<file path="src/rtl/alu_pkg.sv">
// Shared definitions for the immediate-operand ALU family: function codes,
// flag bundle layout and default datapath widths.
package alu_pkg;

  localparam int DATA_W_DEF = 32;
  localparam int IMM_W_DEF  = 16;

  typedef enum logic [2:0] {
    FN_ADDI = 3'd0,
    FN_NEGI = 3'd1,
    FN_SUBI = 3'd2,
    FN_ANDI = 3'd3,
    FN_ORI  = 3'd4,
    FN_XORI = 3'd5,
    FN_SLLI = 3'd6,
    FN_SRAI = 3'd7
  } func_e;

  typedef struct packed {
    logic carry;
    logic sign;
    logic overflow;
    logic zero;
  } flags_t;

  // Logical ops take the immediate zero-extended so masks keep their upper bits clear.
  function automatic logic zero_ext_func(input func_e f);
    return (f == FN_ANDI) || (f == FN_ORI) || (f == FN_XORI);
  endfunction

endpackage

</file>
<file path="src/rtl/alu_imm_core.sv">
// Combinational operation/flag evaluator for one ALU op on an already-extended
// immediate; shared with the register-register ALU.
module alu_imm_core
  import alu_pkg::*;
#(
  parameter int DATA_W = DATA_W_DEF,
  parameter int SH_W   = $clog2(DATA_W)
) (
  input  logic [DATA_W-1:0] inp1,
  input  logic [DATA_W-1:0] imm_ext,
  input  logic [SH_W-1:0]   sh,
  input  func_e             func,
  output logic [DATA_W-1:0] res,
  output flags_t            flags
);

  localparam int MSB = DATA_W - 1;
  localparam logic [DATA_W-1:0] MOST_NEG = {1'b1, {(DATA_W-1){1'b0}}};

  logic [DATA_W:0]        sum;
  logic [DATA_W:0]        diff;
  logic [DATA_W:0]        shl;
  logic signed [DATA_W:0] sra;
  logic                   carry;
  logic                   ovf;

  assign sum  = {1'b0, inp1} + {1'b0, imm_ext};
  assign diff = {1'b0, inp1} - {1'b0, imm_ext};
  // One guard bit on each shifter catches the last bit shifted out (0 for a zero shift).
  assign shl  = {1'b0, inp1} << sh;
  assign sra  = $signed({inp1, 1'b0}) >>> sh;

  always_comb begin
    res   = '0;
    carry = 1'b0;
    ovf   = 1'b0;
    case (func)
      FN_ADDI: begin
        res   = sum[MSB:0];
        carry = sum[DATA_W];
        ovf   = (inp1[MSB] == imm_ext[MSB]) && (sum[MSB] != inp1[MSB]);
      end
      FN_NEGI: begin
        res = -imm_ext;
        ovf = (imm_ext == MOST_NEG);
      end
      FN_SUBI: begin
        res   = diff[MSB:0];
        carry = diff[DATA_W];
        ovf   = (inp1[MSB] != imm_ext[MSB]) && (diff[MSB] != inp1[MSB]);
      end
      FN_ANDI: res = inp1 & imm_ext;
      FN_ORI:  res = inp1 | imm_ext;
      FN_XORI: res = inp1 ^ imm_ext;
      FN_SLLI: begin
        res   = shl[MSB:0];
        carry = shl[DATA_W];
      end
      FN_SRAI: begin
        res   = sra[DATA_W:1];
        carry = sra[0];
      end
      default: begin
        res   = '0;
        carry = 1'b0;
        ovf   = 1'b0;
      end
    endcase
  end

  assign flags = '{carry: carry, sign: res[MSB], overflow: ovf, zero: (res == '0)};

endmodule

</file>
<file path="src/rtl/alu_imm_pipe.sv">
// Two-stage valid/ready immediate ALU: stage 1 captures operands and the
// extended immediate, stage 2 registers the result and flags.
module alu_imm_pipe
  import alu_pkg::*;
#(
  parameter int DATA_W = DATA_W_DEF,
  parameter int IMM_W  = IMM_W_DEF,
  parameter int SH_W   = $clog2(DATA_W)
) (
  input  logic              clk,
  input  logic              rst,
  input  logic              in_valid,
  output logic              in_ready,
  input  logic [DATA_W-1:0] inp1,
  input  logic [IMM_W-1:0]  imm,
  input  logic [2:0]        func,
  output logic              out_valid,
  input  logic              out_ready,
  output logic [DATA_W-1:0] res,
  output logic              carry_flag,
  output logic              sign_flag,
  output logic              overflow_flag,
  output logic              zero_flag
);

  logic              s1_valid;
  logic [DATA_W-1:0] s1_inp1;
  logic [DATA_W-1:0] s1_imm_ext;
  func_e             s1_func;

  logic              advance;
  logic              accept;
  logic [DATA_W-1:0] imm_zext;
  logic [DATA_W-1:0] imm_sext;
  logic [DATA_W-1:0] imm_ext;
  logic [DATA_W-1:0] core_res;
  flags_t            core_flags;
  flags_t            flags_q;

  // Stage 2 may take a new op whenever it is empty or its result leaves this cycle.
  assign advance  = !out_valid || out_ready;
  assign in_ready = !s1_valid || advance;
  assign accept   = in_valid && in_ready;

  always_comb begin
    imm_zext              = '0;
    imm_zext[IMM_W-1:0]   = imm;
    imm_sext              = {DATA_W{imm[IMM_W-1]}};
    imm_sext[IMM_W-1:0]   = imm;
  end

  assign imm_ext = zero_ext_func(func_e'(func)) ? imm_zext : imm_sext;

  always_ff @(posedge clk) begin
    if (accept) begin
      s1_inp1    <= inp1;
      s1_imm_ext <= imm_ext;
      s1_func    <= func_e'(func);
    end
  end

  alu_imm_core #(
    .DATA_W(DATA_W),
    .SH_W  (SH_W)
  ) u_core (
    .inp1   (s1_inp1),
    .imm_ext(s1_imm_ext),
    .sh     (s1_imm_ext[SH_W-1:0]),
    .func   (s1_func),
    .res    (core_res),
    .flags  (core_flags)
  );

  always_ff @(posedge clk) begin
    if (rst) begin
      s1_valid  <= 1'b0;
      out_valid <= 1'b0;
      res       <= '0;
      flags_q   <= '0;
    end else begin
      if (in_ready) begin
        s1_valid <= in_valid;
      end
      if (advance) begin
        out_valid <= s1_valid;
        if (s1_valid) begin
          res     <= core_res;
          flags_q <= core_flags;
        end
      end
    end
  end

  assign carry_flag    = flags_q.carry;
  assign sign_flag     = flags_q.sign;
  assign overflow_flag = flags_q.overflow;
  assign zero_flag     = flags_q.zero;

endmodule

</file>
<file path="config.mk">
export PLATFORM = sky130hd
export DESIGN_NAME = alu_imm_pipe
export DESIGN_NICKNAME = d
export VERILOG_FILES = /design/src/rtl/alu_pkg.sv /design/src/rtl/alu_imm_core.sv /design/src/rtl/alu_imm_pipe.sv
export SDC_FILE = /design/constraint.sdc
export NUM_CORES = 1
export LEC_CHECK = 0
export ABC_AREA = 1
export BUFFER_PORTS_ARGS = -buffer_cell sky130_fd_sc_hd__buf_2
export CORE_ASPECT_RATIO = 0.9
export CORE_MARGIN = 2
export CORE_UTILIZATION = 37
export DETAILED_ROUTE_END_ITERATION = 6
export PLACE_DENSITY_LB_ADDON = 0.08
export SKIP_LAST_GASP = 1
export SLEW_MARGIN = 20
export SYNTH_ARGS = -nofsm -noshare
export SYNTH_HDL_FRONTEND = slang
export SYNTH_SLANG_ARGS = --single-unit
</file>
<file path="constraint.sdc">
create_clock -name clk -period 4.5 [get_ports clk]
set_input_delay 0.675 -clock clk [delete_from_list [all_inputs] [get_ports clk]]
set_output_delay 0.675 -clock clk [all_outputs]
set_load 0.02 [all_outputs]
</file>
==> reports/results.ini <==
[detailed_routing]
wire_per_inst_um=23.27
totalWireLength_mm=65.14
viasPerCell=5.765
dr.pass1.iters=7
route.detailed.drc=0
vias=16140
drtIter0Drc=2250
drtAntennaViolNets=0

[worst_setup_path]
cp-start-kind=register
worstPathRequired_ns=4.82
worstPathArrival_ns=4.15
critPathMaxFanout=21
crit_type=reg2reg
reg2regPathDepth=18
end_kind=register
rrSetupSlack_ns=0.67

[global_route]
grt_pass1_wl_mm=95.50
grt_pass1_vias=14940
antenna_found_initial=1
overflow=0
grt_use_total=0.3529
grt_max_degree=65

[yosys]
synth_enable_flop_cells=52
synth_mux_area_frac=0
synthDistinctLibCells=54
synth_top_family_by_area=simple AND/OR/NAND/NOR gates
synth_compound_area_frac=0.1267
yosysSeqAreaShare=0.1779
yosys.area_share.simple=0.4835
synth_cells=2301
ys_seq_elements=89
synth-xor-area-share=0.002030
async_reset_ff_frac=0
synth_warnings=0
synth.avg_cell_area_sq_um=5.625
syn_area_sq_um=12940
synthesis.nets=2456
synth_ff_type=edfxtp_1
synth-adder-area-share=0.09783

[cts]
cts_resized=0
cts_made_buffers=9
clk_latency_ns=0.39
clockBufferDepth=2
postCtsSetupBuffers=0
cts_max_level=3
path_clk_slew_ns=0.08
root_buffer=clkbuf_16
cts.sinks=89
cts_tree=yes
holdBufCountCts=0

[sta]
finalSetupTns_ns=0
skew_ns=0.02114
finalCriticalPeriod_ns=3.829
clock.fmax_mhz=261.2
rsz0062_at_grt=false
hold_violations=0
slew_viol_final=0
worst_slew_pin_slew_ns=0.9850
setup_viol=0
finalCritPeriodShare=0.8509
max_slew_margin=0.3426

[floorplan]
die_h_um=181.4
core_sq_um=34190
start_util=0.3785
pin_count=93
dieArea_sq_um=36490
std_cell_rows=64
die-width_um=201.1

[power]
powerDensity_nw_per_um2=246.0
seq_power_share=0.290
fin_total_pwr_uw=3445
leakage_uw=0.007149
internal_power_uw=1838
combPwrFrac=0.461
switching_share=0.4666
switchingPower_uw=1608
peakVddDrop_mv=0.1979
power_frac_clock=0.248

[finish]
drive_above_1_share=0.07445
instances_no_fill=2799
design_area_sq_um=14000
area_growth_pct=8.208
antenna_cells=0
nets=2487

[flow_run]
drv_cap=0

[min_path]
hold_depth=1
hold_path.class=in2reg

[place]
post-dp-hpwl_mm=53.66
place.gp.congestion=1.010
dp_cells=2783
portBuffers=92
placed_area_sq_um=13680

[run_status]
run_status=finished, final reports clean

## routing by layer
metal / vias to the layer above / routed length [um] / GRT usage
met5: - / 0 / 0
li1: 7624 / - / -
met2: 883 / 28510 / 0.5629
met3: 89 / 6245 / 0.05707
met1: 7541 / 28460 / 0.4892
met4: 0 / 1928 / 0.1046
## synth_stat cells (3+ instances only)
cell | instances | area (sq um)
nor2_1 | 270 | 1013
ha_1 | 98 | 1226
dfxtp_1 | 37 | 740.7
o211ai_1 | 15 | 112.6
a211oi_1 | 5 | 37.54
nand4_1 | 19 | 118.9
and2_1 | 5 | 31.28
o21ai_1 | 10 | 50.05
nand3_2 | 3 | 30.03
nor2_4 | 3 | 33.78
nand3_1 | 418 | 2092
xor2_1 | 3 | 26.28
clkbuf_1 | 27 | 101.4
nand3b_1 | 4 | 30.03
o22ai_1 | 10 | 62.56
inv_1 | 235 | 882.1
inv_2 | 11 | 41.29
buf_6 | 6 | 67.56
a221oi_1 | 3 | 26.28
nor4_1 | 3 | 18.77
nand2_1 | 709 | 2661
edfxtp_1 | 52 | 1562
nor2_2 | 3 | 18.77
a21oi_1 | 129 | 645.6
buf_2 | 38 | 190.2
o21ai_0 | 90 | 450.4
nand2_2 | 7 | 43.79
buf_4 | 12 | 90.09
nor3_1 | 16 | 80.08
o21bai_1 | 10 | 75.07
buf_1 | 15 | 56.30
o221ai_1 | 6 | 52.55
## logic make-up after synthesis
logic type,count (synthesis)
DFF,89
xor gates and xnor gates,3
and+or+nand+nor,1468
adders and majority gates,100
buffers and inverters,348
AOI/OAI and AO/OA,293
## layout make-up
| type | instances | area, sq um |
|---|---|---|
| fillers | 3949 | 20190 |
| multi-input cells | 1864 | 9193 |
| flip-flops and latches | 89 | 2302 |
| inverters | 249 | 939.7 |
| repair buffers | 119 | 663.1 |
| well taps | 462 | 578.1 |
| clock buffers | 13 | 304.0 |
| clock inverters | 3 | 25.02 |
## state kept, by name, indices dropped and copies added (netlist names)
| name | cells |
|---|---|
| s1_imm_ext | 17 |
| s1_func | 3 |
| zero_flag | 1 |
| s1_valid | 1 |
| carry_flag | 1 |
| res | 32 |
| out_valid | 1 |
| s1_inp1 | 32 |
| overflow_flag | 1 |
## critical path, stage by stage, from the launching register on
cell and delay (ns):
edfxtp_1 0.39, inv_1 0.58, buf_4 0.33, ha_1 0.41, inv_1 0.24, a21oi_1 0.12, o21ai_0 0.36, nand2_1 0.09
a21oi_1 0.15, nor2_1 0.07, nand2_1 0.08, nand2_1 0.05, nand3_1 0.06, nand2_1 0.10, nor2_1 0.27, nand3_1 0.15
nor2_1 0.12, nand2_1 0.07, a21oi_2 0.10
## per-stage QoR
stage          hold WS (ns)  utilization  setup WS (ns)
5_1_grt              0.4486       0.4096         0.3418
3_3_place_gp         0.4714       0.4000         0.8467
3_5_place_dp         0.4783       0.4000         0.8142
6_report             0.4506       0.4096         0.6711
2_1_floorplan        0.5438            -          1.361
4_1_cts              0.4396       0.4096         0.7718
## power groups by stage
| stage | logic [uW] | clock network, uW | registers (uW) |
|---|---|---|---|
| after global placement | 1540 | 0 | 1010 |
| final | 1590 | 856 | 1000 |
| after CTS | 1540 | 885 | 996 |
| after global routing | 1740 | 906 | 1000 |
| after floorplan | 1000 | 0 | 1010 |
| after detailed placement | 1540 | 0 | 1010 |
## cells in the final DEF, fill, tap and decap left out, types with 15 or more instances in the layout
cell        n
nand2_1   709
nand3_1   418
nor2_1    269
inv_1     234
a21oi_1   129
ha_1       98
buf_2      92
o21ai_0    90
edfxtp_1   52
dfxtp_1    37
buf_4      27
nand4_1    19
nor3_1     16
o211ai_1   15
## path summary, 6_finish.rpt
kind / start / to
max: s1_imm_ext[16]$_SDFFCE_PP0P_ / zero_flag$_SDFFE_PP0P_
min: inp1[20] / s1_inp1[20]$_DFFE_PP_
max reg2reg: s1_imm_ext[16]$_SDFFCE_PP0P_ / zero_flag$_SDFFE_PP0P_
min reg2reg: zero_flag$_SDFFE_PP0P_ / zero_flag$_SDFFE_PP0P_
No activity file was read; power rests on OpenSTA's default activity.
